<file path="config.mk">
export PLATFORM = sky130hd
export DESIGN_NAME = alu32_mult_seq
export DESIGN_NICKNAME = d
export VERILOG_FILES = /design/src/rtl/alu32_mult_seq.sv
export SDC_FILE = /design/constraint.sdc
export NUM_CORES = 1
export LEC_CHECK = 0
export ABC_AREA = 1
export CORE_UTILIZATION = 45
export DETAILED_ROUTE_END_ITERATION = 10
export PLACE_DENSITY = 0.7
export SLEW_MARGIN = 20
export SYNTH_ARGS = -nofsm -noshare
export SYNTH_HDL_FRONTEND = slang
export SYNTH_SLANG_ARGS = --single-unit
</file>
<file path="constraint.sdc">
create_clock -name clk -period 40 [get_ports clk]
set_input_delay 8 -clock clk [delete_from_list [all_inputs] [get_ports clk]]
set_output_delay 8 -clock clk [all_outputs]
set_load 0.1 [all_outputs]
</file>
<file path="src/rtl/alu32_mult_seq.sv">
// Sequential 32x32 unsigned shift-add multiplier with a 64-bit product.
// One partial-product addition per clock goes through a 32-bit ripple adder.
// The operation is issued with start and signalled with busy and a one-cycle done pulse.

// 32-bit ripple-carry adder: sum = a + b + carry_in, with carry_out.
module fulladder_32bit (
    input  logic [31:0] a,
    input  logic [31:0] b,
    input  logic        carry_in,
    output logic [31:0] sum,
    output logic        carry_out
);
    // Ripple the carry one bit position at a time.
    always_comb begin
        logic [32:0] v_c;
        v_c    = '0;
        v_c[0] = carry_in;
        sum    = '0;
        for (int i = 0; i < 32; i++) begin
            sum[i]   = a[i] ^ b[i] ^ v_c[i];
            v_c[i+1] = (a[i] & b[i]) | (a[i] & v_c[i]) | (b[i] & v_c[i]);
        end
        carry_out = v_c[32];
    end
endmodule

// Multiplier controller and datapath.
// Handshake: start is looked at only while idle. The edge that sees start=1 in
// IDLE captures A and B. busy is high for the 32 iteration cycles that follow.
// done then pulses for one cycle, and the product outputs are final at that
// point. The product outputs hold their value until the next result or a reset.
module alu32_mult_seq #(
    parameter int WIDTH = 32,
    parameter int CNT_W = 6
) (
    input  logic             clk,
    input  logic             reset,
    input  logic             start,
    input  logic [WIDTH-1:0] A,
    input  logic [WIDTH-1:0] B,
    output logic             busy,
    output logic             done,
    output logic [WIDTH-1:0] product_hi,
    output logic [WIDTH-1:0] product_lo,
    output logic [1:0]       dbg_state
);
    typedef enum logic [1:0] {
        S_IDLE = 2'd0,
        S_RUN  = 2'd1,
        S_DONE = 2'd2
    } state_t;

    state_t             r_state;
    logic [WIDTH-1:0]   r_m;      // multiplicand
    logic [2*WIDTH-1:0] r_p;      // {partial sum, remaining multiplier bits}
    logic [CNT_W-1:0]   r_cnt;

    logic [WIDTH-1:0]   w_addend;
    logic [WIDTH-1:0]   w_sum;
    logic               w_carry;
    logic [2*WIDTH-1:0] w_p_next;

    // The next multiplier bit decides whether the multiplicand is added this step.
    assign w_addend  = r_p[0] ? r_m : '0;
    assign w_p_next  = {w_carry, w_sum, r_p[WIDTH-1:1]};
    assign dbg_state = r_state;

    fulladder_32bit u_adder (
        .a         (r_p[2*WIDTH-1:WIDTH]),
        .b         (w_addend),
        .carry_in  (1'b0),
        .sum       (w_sum),
        .carry_out (w_carry)
    );

    // Control FSM and datapath. Registered busy, done and product outputs.
    always_ff @(posedge clk) begin
        if (reset) begin
            r_state    <= S_IDLE;
            r_m        <= '0;
            r_p        <= '0;
            r_cnt      <= '0;
            busy       <= 1'b0;
            done       <= 1'b0;
            product_hi <= '0;
            product_lo <= '0;
        end else begin
            case (r_state)
                S_IDLE: begin
                    done <= 1'b0;
                    if (start) begin
                        r_m     <= A;
                        r_p     <= {{WIDTH{1'b0}}, B};
                        r_cnt   <= '0;
                        busy    <= 1'b1;
                        r_state <= S_RUN;
                    end
                end
                S_RUN: begin
                    r_p   <= w_p_next;
                    r_cnt <= r_cnt + CNT_W'(1);
                    // The 32nd iteration publishes the fully shifted accumulator.
                    if (r_cnt == CNT_W'(WIDTH - 1)) begin
                        product_hi <= w_p_next[2*WIDTH-1:WIDTH];
                        product_lo <= w_p_next[WIDTH-1:0];
                        busy       <= 1'b0;
                        done       <= 1'b1;
                        r_state    <= S_DONE;
                    end
                end
                S_DONE: begin
                    // A start seen here is dropped; it must be re-presented in IDLE.
                    done    <= 1'b0;
                    r_state <= S_IDLE;
                end
                default: begin
                    busy    <= 1'b0;
                    done    <= 1'b0;
                    r_state <= S_IDLE;
                end
            endcase
        end
    end
endmodule

</file>
-- Word-level counts from Yosys, hierarchy flattened
Index checks and enable logic that the tools add are counted.
- bits in registers: 170
- reductions and logical operators: 8
- muxes and demuxes: 11
- bitwise operators: 221
- add/sub/neg operators: 1
- eq/ne operators: 5
- operators by type and width (cell ; count):
    64-bit one-hot mux with 2 select lines ; 1
    1-bit AND ; 94
    64-bit two-way mux ; 1
    1-bit XOR ; 63
    1-bit OR ; 62
    32-bit two-way mux ; 1
    6-bit one-hot mux with 2 select lines ; 1
    2-bit AND reduction ; 4
    6-bit by 1-bit adder with 6-bit output (second input constant) ; 1
    6-bit by 5-bit equality test with 1-bit output (second input constant) ; 1
    6-bit two-way mux ; 1
    2-bit two-way mux ; 2
    2-bit != test (second input constant) ; 2
    2-bit one-hot mux with 2 select lines ; 1
    1-bit one-hot mux with 3 select lines ; 1
    3-bit AND reduction ; 1
    2-bit by 1-bit equality test with 1-bit output (second input constant) ; 1
    2-bit equality test (second input constant) ; 1
    2-bit logical NOT ; 1
    1-bit two-way mux ; 2
    1-bit NOT ; 2
    2-bit nonzero test ; 1
    2-bit OR reduction ; 1

-- Logic depth before layout (Yosys ltp)
- depth after elaboration: 96
- depth in mapped cells: 44

-- Hierarchy
A second synthesis with hierarchy kept.
- cells, all modules: 1057
- area, all modules: 7908.8 um^2
- by module, submodules not included (module ; seq. area each (um^2) ; times used ; area each (um^2) ; cells each):
    alu32_mult_seq ; 3403.3 ; 1 ; 7230.7 ; 1015
    fulladder_32bit ; 0.0 ; 1 ; 678.2 ; 42

-- Worst setup path after synthesis
Ideal clock, no wire load.
- path kind: register to register
- start point: register r_p[0]
- end point: register product_hi[30]
- clock period less this slack: 13.961 ns
- path slack: 26.039 ns
- arrival time: 13.851 ns
- buffers on the path: 2
- stages on the path, launching flop included: 45
- data required time: 39.890 ns
- cell sequence: dfxtp_1 clkbuf_1 clkbuf_1 nand2_1 inv_1 ha_1 inv_1 fa_1 inv_1 fa_1 inv_1 fa_1 fa_1 fa_1 fa_1 fa_1 fa_1 fa_1 [9 not listed] fa_1 fa_1 fa_1 fa_1 fa_1 fa_1 fa_1 fa_1 fa_1 fa_1 fa_1 inv_1 fa_1 inv_1 fa_1 nand3_1 nand2_1 nor2_1
- longest elaborated chain between the ends: 93
- RTL lines (item ; line ; text):
    from (decl) ; 55 ; logic [2*WIDTH-1:0] r_p;
    from (signal assigned) ; 93 ; r_p <= {{WIDTH{1'b0}}, B};
    from (signal assigned) ; 100 ; r_p <= w_p_next;
    32-bit two-way mux (*) ; 64 ; assign w_addend = r_p[0] ? r_m : '0;
    1-bit AND (2 in series) ; 21 ; v_c[i+1] = (a[i] & b[i]) | (a[i] & v_c[i]) | (b[i] & v_c[i]);
    1-bit OR (2 in series) ; 21 ;
    1-bit AND ; 21 ;
    1-bit OR (2 in series) ; 21 ;
    1-bit AND ; 21 ;
    1-bit OR (2 in series) ; 21 ;
    1-bit AND ; 21 ;
    [69 not listed] ; n/a ;
    1-bit OR (2 in series) ; 21 ;
    1-bit AND ; 21 ;
    1-bit OR (2 in series) ; 21 ;
    1-bit AND ; 21 ;
    1-bit OR (2 in series) ; 21 ;
    1-bit AND ; 21 ;
    1-bit OR (2 in series) ; 21 ;
    1-bit XOR (*) ; 20 ; sum[i] = a[i] ^ b[i] ^ v_c[i];
    to (signal assigned) ; 104 ; product_hi <= w_p_next[2*WIDTH-1:WIDTH];
    to (decl) ; 43 ; output logic [WIDTH-1:0] product_hi,
Mark *: on every way between the ends. The rest lies on a longest branch, timed or not.
A chain may end at the register's enable or synchronous reset.

-- Worst setup path after layout
Same ends and word-level chain as after synthesis.

==> results.toml <==
[outcome]
status = "completed"

[final_layout]
diodes = 0
drive_above_1_share = 0.0405
syn2layout_area_growth_pct = 25.1
layout.nets = 1297
n_fill_cell = 1597
finalNonFillerCells = 1430
layout_common_cells = "nand2_1, inv_1, nor2_1"
final_cell_area_mm2 = 0.00982
layout_commonest_cell = "nand2_1"

[sta]
hold_viol = 0
max-slew-margin-rel = 0.311
period_share = 0.357
fin_crit_ns = 14.27
finalSetupViolations = 0
rsz0062_at_grt = "no"
skew_ns = 0.00957
worst_pin_slew_ns = 1.03
drv_slew = 0
fmax_mhz = 70.1
finalSetupTns_ns = 0
fin_ws_ns = 25.73

[clocking]
htreeDepth = 4
clkSlewWorstSetupHoldPaths_ns = 0.07
cts_root_buf = "clkbuf_16"
cts_tree = "done"
clockBufferDepth = 2
cts_resized = 0
cts_hold_buf = 0
post_cts_buffers = 0
clock_latency_ns = 0.43
numCtsBuffers = 17
cts.sinks = 170

[route]
ant_nets = 0
via_count = 6723
wl_per_cell_um = 12.5
dr.pass1.iters = 5
wl_mm = 17.8
drt-vias-per-instance = 4.70
drc = 0
drt-initial-drc-count = 372

[worst_setup_path]
r2r_slack_ns = 25.73
rr_worst_depth = 43
crit_arrival_ns = 14.59
crit_fanout = 33
critPathSlowestCell = "fa_1"
crit_type = "reg -> reg"
worst_path_most_repeated_cell = "fa_1"
cp-end-kind = "flop"
required_ns = 40.32
cp.buffers_inverters = 7
start_kind = "flop"
path_delay_family = "adder cells"
crit_path_max_incr_delay_ns = 0.49
timing.rr.start = "r_p[0]$_SDFFE_PP0P_"
r2r-end = "product_hi[30]$_SDFFE_PP0P_"

[die]
die_h_um = 134
core-area_mm2 = 0.0168
io_pins = 135
die_area_mm2 = 0.0180
die_w_um = 134
start_util = 0.467
rows = 47

[pwr]
powerDensity_mw_per_mm2 = 39.9
comb_power_share = 0.092
vdd.ir_drop.worst_mv = 0.0276
p_total_mw = 0.392
switching_share = 0.247
p_leak_nw = 3.88
p_int_mw = 0.295
clock_power_share = 0.448
power.switching_mw = 0.0970
seq_power_share = 0.460

[grt]
antenna_found_initial = 0
grt_use_total = 0.211
grt_max_degree = 101
grt_pass1_vias = 6324
grt_pass1_wl_mm = 30.4
overflow = 0

[logic_synthesis]
avgSynthCellArea_um2 = 7.11
synth_seq_cells = 170
netlist_area_mm2 = 0.00785
synth_fp_nets = 1204
ys_warn_count = 0
synth.distinct_cells = 22
yosysTopAreaCell = "dfxtp_1"
synth_area_leaders = "dfxtp_1, nand2_1, inv_1, nor2_1, fa_1"
synth_cells = 1104
yosysTopAreaCellShare = 0.434
seq_area_frac_synth = 0.434

[place]
gp_congestion = 0.773
dpl-instance-area_mm2 = 0.00919
io_buffers = 134
place_ws_ns = 25.67
dp.cells = 1398
dpl.hpwl_mm = 11.3

[min_path]
min_from = "r_m[0]$_SDFFE_PP0P_"
hold_depth = 2
hold_path.class = "reg -> reg"
whs_endpoint = "r_m[0]$_SDFFE_PP0P_"

[flow_run]
cap_violations = 0
==> metal layers <==
| layer | vias up | track usage | wire, um |
|---|---|---|---|
| met5 | - | 0 | 0 |
| met2 | 163 | 0.345 | 8380 |
| met3 | 31 | 0.0359 | 699 |
| met4 | 0 | 0.0955 | 443 |
| li1 | 3509 | - | - |
| met1 | 3020 | 0.273 | 8290 |
==> registers in the layout, summed over array words and instances (netlist names) <==
signal,count
busy,1
dbg_state,2
done,1
product_hi,32
product_lo,32
r_cnt,6
r_m,32
r_p,64
==> power by group through the flow <==
stage / Combinational, mW / Sequential [mW] / Clock (mW)
5_1_grt: 0.0411 / 0.181 / 0.186
6_report: 0.0362 / 0.180 / 0.175
3_5_place_dp: 0.0364 / 0.184 / 0
4_1_cts: 0.0366 / 0.180 / 0.179
2_1_floorplan: 0.0228 / 0.184 / 0
3_3_place_gp: 0.0358 / 0.184 / 0
==> stage by stage <==
step	hold slack, ns	util
after floorplan	0.450	-
after global placement	0.465	0.546
after detailed placement	0.469	0.546
after CTS	0.488	0.584
after global routing	0.500	0.584
final	0.484	0.584
==> worst max path at each step <==
stage	slack (ns)	cells after the start	from	end
5_1_grt	25.01	43	r_p[0]$_SDFFE_PP0P_	product_hi[30]$_SDFFE_PP0P_
3_3_place_gp	25.82	43	r_p[0]$_SDFFE_PP0P_	product_hi[30]$_SDFFE_PP0P_
4_1_cts	25.61	43	r_p[0]$_SDFFE_PP0P_	product_hi[30]$_SDFFE_PP0P_
6_report	25.73	43	r_p[0]$_SDFFE_PP0P_	product_hi[30]$_SDFFE_PP0P_
3_5_place_dp	25.67	43	r_p[0]$_SDFFE_PP0P_	product_hi[30]$_SDFFE_PP0P_
2_1_floorplan	26.04	44	r_p[0]$_SDFFE_PP0P_	product_hi[30]$_SDFFE_PP0P_
==> cells by family (layout without fill, tap and decap cells) <==
family | Yosys count | count (layout) | synth area share
AND/OR/NAND/NOR | 516 | 516 | 0.265
buffers and inverters | 277 | 383 | 0.145
flip-flops | 170 | 170 | 0.434
AO/OA/AOI/OAI | 108 | 108 | 0.0740
adder cells (fa/ha/maj) | 33 | 33 | 0.0822
==> area by class of cell <==
type	instances	area (um^2)	share of cell area
inverters	210	791	0.0806
clock inverters	14	196	0.0200
multi-input cells	657	3330	0.339
repair buffers	141	1390	0.142
flip-flops and latches	170	3400	0.347
clock buffers	18	429	0.0437
well taps	220	275	0.0280
==> synth_stat cells <==
| cell type | instances |
|---|---|
| a21oi_1 | 6 |
| buf_1 | 5 |
| buf_2 | 18 |
| buf_4 | 9 |
| buf_6 | 6 |
| clkbuf_1 | 29 |
| dfxtp_1 | 170 |
| fa_1 | 31 |
| ha_1 | 2 |
| inv_1 | 206 |
| inv_2 | 4 |
| nand2_1 | 209 |
| nand2_2 | 1 |
| nand3_1 | 71 |
| nand3_2 | 1 |
| nand4_1 | 1 |
| nor2_1 | 200 |
| nor2_2 | 1 |
| nor3_1 | 32 |
| o21ai_0 | 66 |
| o21ai_1 | 4 |
| o22ai_1 | 32 |
==> worst register-to-register path, delay by kind of cell (launching register included) <==
family	cells	cell delay, ns
fa+ha+maj	32	12.84
buf+inv	7	0.70
simple gates	4	0.30
flops	1	0.32
Note: power is estimated with default switching activity, not from simulation.
